[config.mk]
export PLATFORM = sky130hd
export DESIGN_NAME = sdm_adc_data_aurora_send
export DESIGN_NICKNAME = d
export VERILOG_FILES = /design/src/rtl/sdm_adc_data_aurora_send.sv
export SDC_FILE = /design/constraint.sdc
export NUM_CORES = 1
export LEC_CHECK = 0
export ABC_AREA = 0
export CORE_AREA = 4 4 233 235
export DETAILED_ROUTE_END_ITERATION = 10
export DIE_AREA = 0 0 237 239
export HOLD_SLACK_MARGIN = 0.06
export PLACE_DENSITY = 0.79
export SETUP_SLACK_MARGIN = 0.3
export SYNTH_ARGS = -nofsm -noshare
export SYNTH_HDL_FRONTEND = slang
export SYNTH_SLANG_ARGS = --single-unit
[constraint.sdc]
create_clock -name CLK -period 4.9 [get_ports CLK]
set_input_delay 0.98 -clock CLK [delete_from_list [all_inputs] [get_ports CLK]]
set_output_delay 0.98 -clock CLK [all_outputs]
set_load 0.02 [all_outputs]
[src/rtl/sdm_adc_data_aurora_send.sv]
// Streams 512-bit SDM/ADC sample frames to an Aurora AXI-Stream TX port as nine
// 63-bit beats, tagging the first beat with bit 63 and appending a frame sequence number.
module sdm_adc_data_aurora_send #(
    parameter int SEQ_WIDTH = 16
) (
    input  logic         CLK,
    input  logic         RESET_N,
    input  logic [511:0] DIN,
    input  logic         DIN_VALID,
    output logic         DIN_READY,
    input  logic         CHANNEL_UP,
    output logic [63:0]  S_AXI_TX_TDATA,
    output logic         S_AXI_TX_TVALID,
    input  logic         S_AXI_TX_TREADY,
    output logic [15:0]  DROP_CNT,
    output logic         BUSY
);

    typedef enum logic {
        IDLE = 1'b0,
        SEND = 1'b1
    } state_t;

    state_t                 state_r, state_n;
    logic [3:0]             k_r, k_n;
    logic [63:0]            tdata_r, tdata_n;
    logic [503:0]           shift_r, shift_n;
    logic [SEQ_WIDTH-1:0]   seq_r, seq_n;
    logic [15:0]            drop_r, drop_n;

    logic                   last_hs_s;
    logic                   ready_s;
    logic                   accept_s;
    logic [SEQ_WIDTH-1:0]   seq_inc_s;
    logic [SEQ_WIDTH-1:0]   accept_seq_s;
    logic [566:0]           payload_s;

    // Handshake qualification and payload assembly for a frame accepted this cycle
    always_comb begin
        last_hs_s    = (state_r == SEND) && (k_r == 4'd8) && S_AXI_TX_TREADY;
        ready_s      = RESET_N && CHANNEL_UP && ((state_r == IDLE) || last_hs_s);
        accept_s     = ready_s && DIN_VALID;
        seq_inc_s    = seq_r + SEQ_WIDTH'(1'b1);
        // A frame accepted on the final beat already carries the incremented number
        accept_seq_s = (state_r == SEND) ? seq_inc_s : seq_r;
        payload_s    = {55'(accept_seq_s), DIN};
    end

    // Next-state and next-beat logic
    always_comb begin
        state_n = state_r;
        k_n     = k_r;
        tdata_n = tdata_r;
        shift_n = shift_r;
        seq_n   = seq_r;
        drop_n  = drop_r;
        case (state_r)
            IDLE: begin
                if (accept_s) begin
                    state_n = SEND;
                    k_n     = 4'd0;
                    tdata_n = {1'b1, payload_s[62:0]};
                    shift_n = payload_s[566:63];
                end else begin
                    tdata_n = 64'd0;
                end
            end
            SEND: begin
                if (!CHANNEL_UP) begin
                    // Link loss aborts the frame; sequence number is kept for the retry
                    state_n = IDLE;
                    k_n     = 4'd0;
                    tdata_n = 64'd0;
                    shift_n = 504'd0;
                    if (drop_r != 16'hFFFF) begin
                        drop_n = drop_r + 16'd1;
                    end else begin
                        drop_n = drop_r;
                    end
                end else if (S_AXI_TX_TREADY) begin
                    if (k_r == 4'd8) begin
                        seq_n = seq_inc_s;
                        if (accept_s) begin
                            k_n     = 4'd0;
                            tdata_n = {1'b1, payload_s[62:0]};
                            shift_n = payload_s[566:63];
                        end else begin
                            state_n = IDLE;
                            k_n     = 4'd0;
                            tdata_n = 64'd0;
                            shift_n = 504'd0;
                        end
                    end else begin
                        k_n     = k_r + 4'd1;
                        tdata_n = {1'b0, shift_r[62:0]};
                        shift_n = {63'd0, shift_r[503:63]};
                    end
                end else begin
                    tdata_n = tdata_r;
                end
            end
            default: begin
                state_n = IDLE;
                k_n     = 4'd0;
                tdata_n = 64'd0;
                shift_n = 504'd0;
            end
        endcase
    end

    // State and datapath registers with synchronous active-low reset
    always_ff @(posedge CLK) begin
        if (!RESET_N) begin
            state_r <= IDLE;
            k_r     <= 4'd0;
            tdata_r <= 64'd0;
            shift_r <= 504'd0;
            seq_r   <= '0;
            drop_r  <= 16'd0;
        end else begin
            state_r <= state_n;
            k_r     <= k_n;
            tdata_r <= tdata_n;
            shift_r <= shift_n;
            seq_r   <= seq_n;
            drop_r  <= drop_n;
        end
    end

    assign DIN_READY       = ready_s;
    assign S_AXI_TX_TDATA  = tdata_r;
    assign S_AXI_TX_TVALID = (state_r == SEND);
    assign BUSY            = (state_r == SEND);
    assign DROP_CNT        = drop_r;

endmodule

==> results.ini <==
[critical_path]
crit_path_start = CHANNEL_UP
worst-path-max-fanout = 12
reg2reg_depth = 6
start_kind = primary input
critPathCaptureType = primary output
criticalPathCategory = in -> out
reg2reg_slack_ns = 1.99
worstReg2RegEnd = shift_r[418]
worstPathRequired_ns = 3.92
arrival_ns = 2.67
regToRegStartpoint = BUSY
worstSetupEndpoint = DIN_READY

[job]
maxCapViolCount = 0

[synthesis]
netlist_instances = 2623
synthesis.nets = 3144
yosysTopAreaCellShare_pct = 49.34
yosysWarnings = 0
synth-edff-count = 0
syn-cell-area_um2 = 22970
synthArstFlopShare_pct = 0
ys_types = 57
syn_avg_cell_area_um2 = 8.756
yosys.area.top_type = dfxtp_1
seq_area_frac_synth_pct = 49.34
synth.most_common_cell = dfxtp_1
synth-seq-cells = 566
synthTopCellsByCount = dfxtp_1, nor2_1, o21ai_0
ys.flop_type = dfxtp_1
netlist_top_cells_area = dfxtp_1, a221oi_1, o21ai_0

[routing]
drt.antenna.violating_nets = 0
wirelength_um = 86160
drt_iter0_markers = 2742
firstDrtPassIters = 7
vias = 23640
vias_per_cell = 6.249
drc = 0
routedWlPerCell_um = 22.77

[placement]
placed_cell_area_um2 = 29040
place.gp.congestion = 0.9439
place_hpwl_um = 57370
port_buffers = 599

[sta]
worstMarginPinSlew_ns = 1.273
finClkSkew_ns = 0.009857
hold_viol = 0
slew_viol_final = 0
min_period_over_period_pct = 74.53
slew_headroom_pct = 15.11
clock.fmax_mhz = 273.8
setup-tns-final_ns = 0
rsz0062_at_grt = false
layout_min_cycle_time_ns = 3.652
setup_violations = 0

[floorplanning]
fp.dieW_um = 237
start_util_pct = 43.97
ios = 600
die_h_um = 239
core_area_um2 = 52240
row_count = 84
die-area_um2 = 56640

[clocking]
numCtsBuffers = 58
ctsLongestPathBuffers = 3
clk_latency_ns = 0.61
cts_root_buffer = clkbuf_16
cts_sinks = 566
ctsHoldBuffers = 0
htreeDepth = 2
cts_tree = done
path_clk_slew_ns = 0.06
cts_setup_buffers = 0
cts.repair.resized = 0

[final_layout]
nets = 3544
utilization_pct = 59.52
drive_gt1_share_pct = 5.239
final_area_um2 = 31090
synthToLayoutAreaGrowth_pct = 35.37

[power]
power_per_cell_area_nw_per_um2 = 355.8
ir_worst_vdd_mv = 0.3090
p_leak_nw = 11.23
power_w = 0.01106

[hold_path]
hold_class = reg -> reg
hp-start = seq_r[13]

[global_routing]
track_usage_pct = 28.24
antenna_found_initial = 28
grt_pass1_vias = 21760
grt_max_degree = 265
grt_pass1_wl_um = 129300
overflow = 0

[outcome]
status = finished clean

==> per-layer routing <==
layer  up-vias  track usage, %  wire length [um]
li1      10780               -                 -
met5         -               0                71
met4        12           10.31              2868
met2      1286           42.56             38690
met3       175           6.322              8258
met1     11390           39.92             36270
==> worst min path at each step <==
stage,end,slack (ns),cells after the start
after floorplan,k_r[0],0.46,2
after global routing,seq_r[13],0.51,2
after global placement,S_AXI_TX_TDATA[63],0.47,2
final,seq_r[13],0.51,2
after detailed placement,shift_r[409],0.49,2
after CTS,seq_r[13],0.50,2
==> state kept, by name, summed over array words and instances (netlist names) <==
register        count
BUSY                1
seq_r              16
S_AXI_TX_TDATA     64
k_r                 4
DROP_CNT           16
shift_r           465
==> worst max-delay path: stages <==
cell	delay, ns
clkdlybuf4s50_1	0.78
nand2_1	0.13
a21oi_1	0.14
clkdlybuf4s50_1	0.64
==> cell type report <==
type                       count  area [um2]
clock inverter                34       316.6
fill                        4444       21150
tap                          688       860.8
antenna                       22       55.05
multi-input combinational   1747       10350
inverter                      11       43.79
clock buffer                  76        1673
sequential                   566       11330
timing repair buffer         639        6459
==> placed cells by master (no fill, tap or decap), types with 6 or more instances in the layout <==
master,instances
o21ai_0,457
nand2_1,52
dfxtp_1,566
nand4_1,11
a21oi_1,69
or3_1,8
nor2_1,494
or4_1,14
and3_1,8
nor3_1,13
nor4_1,8
clkbuf_8,9
a22oi_1,48
clkdlybuf4s50_1,597
a221oi_1,432
diode_2,22
buf_4,27
clkinv_2,22
clkbuf_1,6
buf_12,13
nand3_1,14
inv_1,10
o31ai_1,11
a32oi_1,34
clkbuf_16,61
==> through the flow <==
| stage | setup slack (ns) | hold slack [ns] | instances |
|---|---|---|---|
| after floorplan | 1.837 | 0.4577 | 2623 |
| after global placement | 1.279 | 0.4655 | 3651 |
| after detailed placement | 1.254 | 0.4865 | 3651 |
| after CTS | 1.266 | 0.5003 | 3761 |
| after global routing | 1.179 | 0.5133 | 3782 |
| final | 1.248 | 0.5065 | 3783 |
==> power by group <==
group,internal [W],switching [W]
combinational,0.000657,0.000686
clock,0.00267,0.00192
sequential,0.00491,0.000214
total,0.00824,0.00282
==> logic make-up (layout without fill, tap and decap cells) <==
kind of cell               after synthesis  after routing  share of synthesized area, %
buffers and inverters                  310            760                         5.731
and+or+nand+nor                        645            645                         11.78
AOI/OAI and AO/OA                     1087           1087                         32.50
DFF                                    566            566                         49.34
muxes                                    3              3                        0.1308
other                                    0             22                             0
adders and majority gates                4              4                        0.2179
xor gates and xnor gates                 8              8                        0.3051
Note: power is estimated with default switching activity, not from simulation.
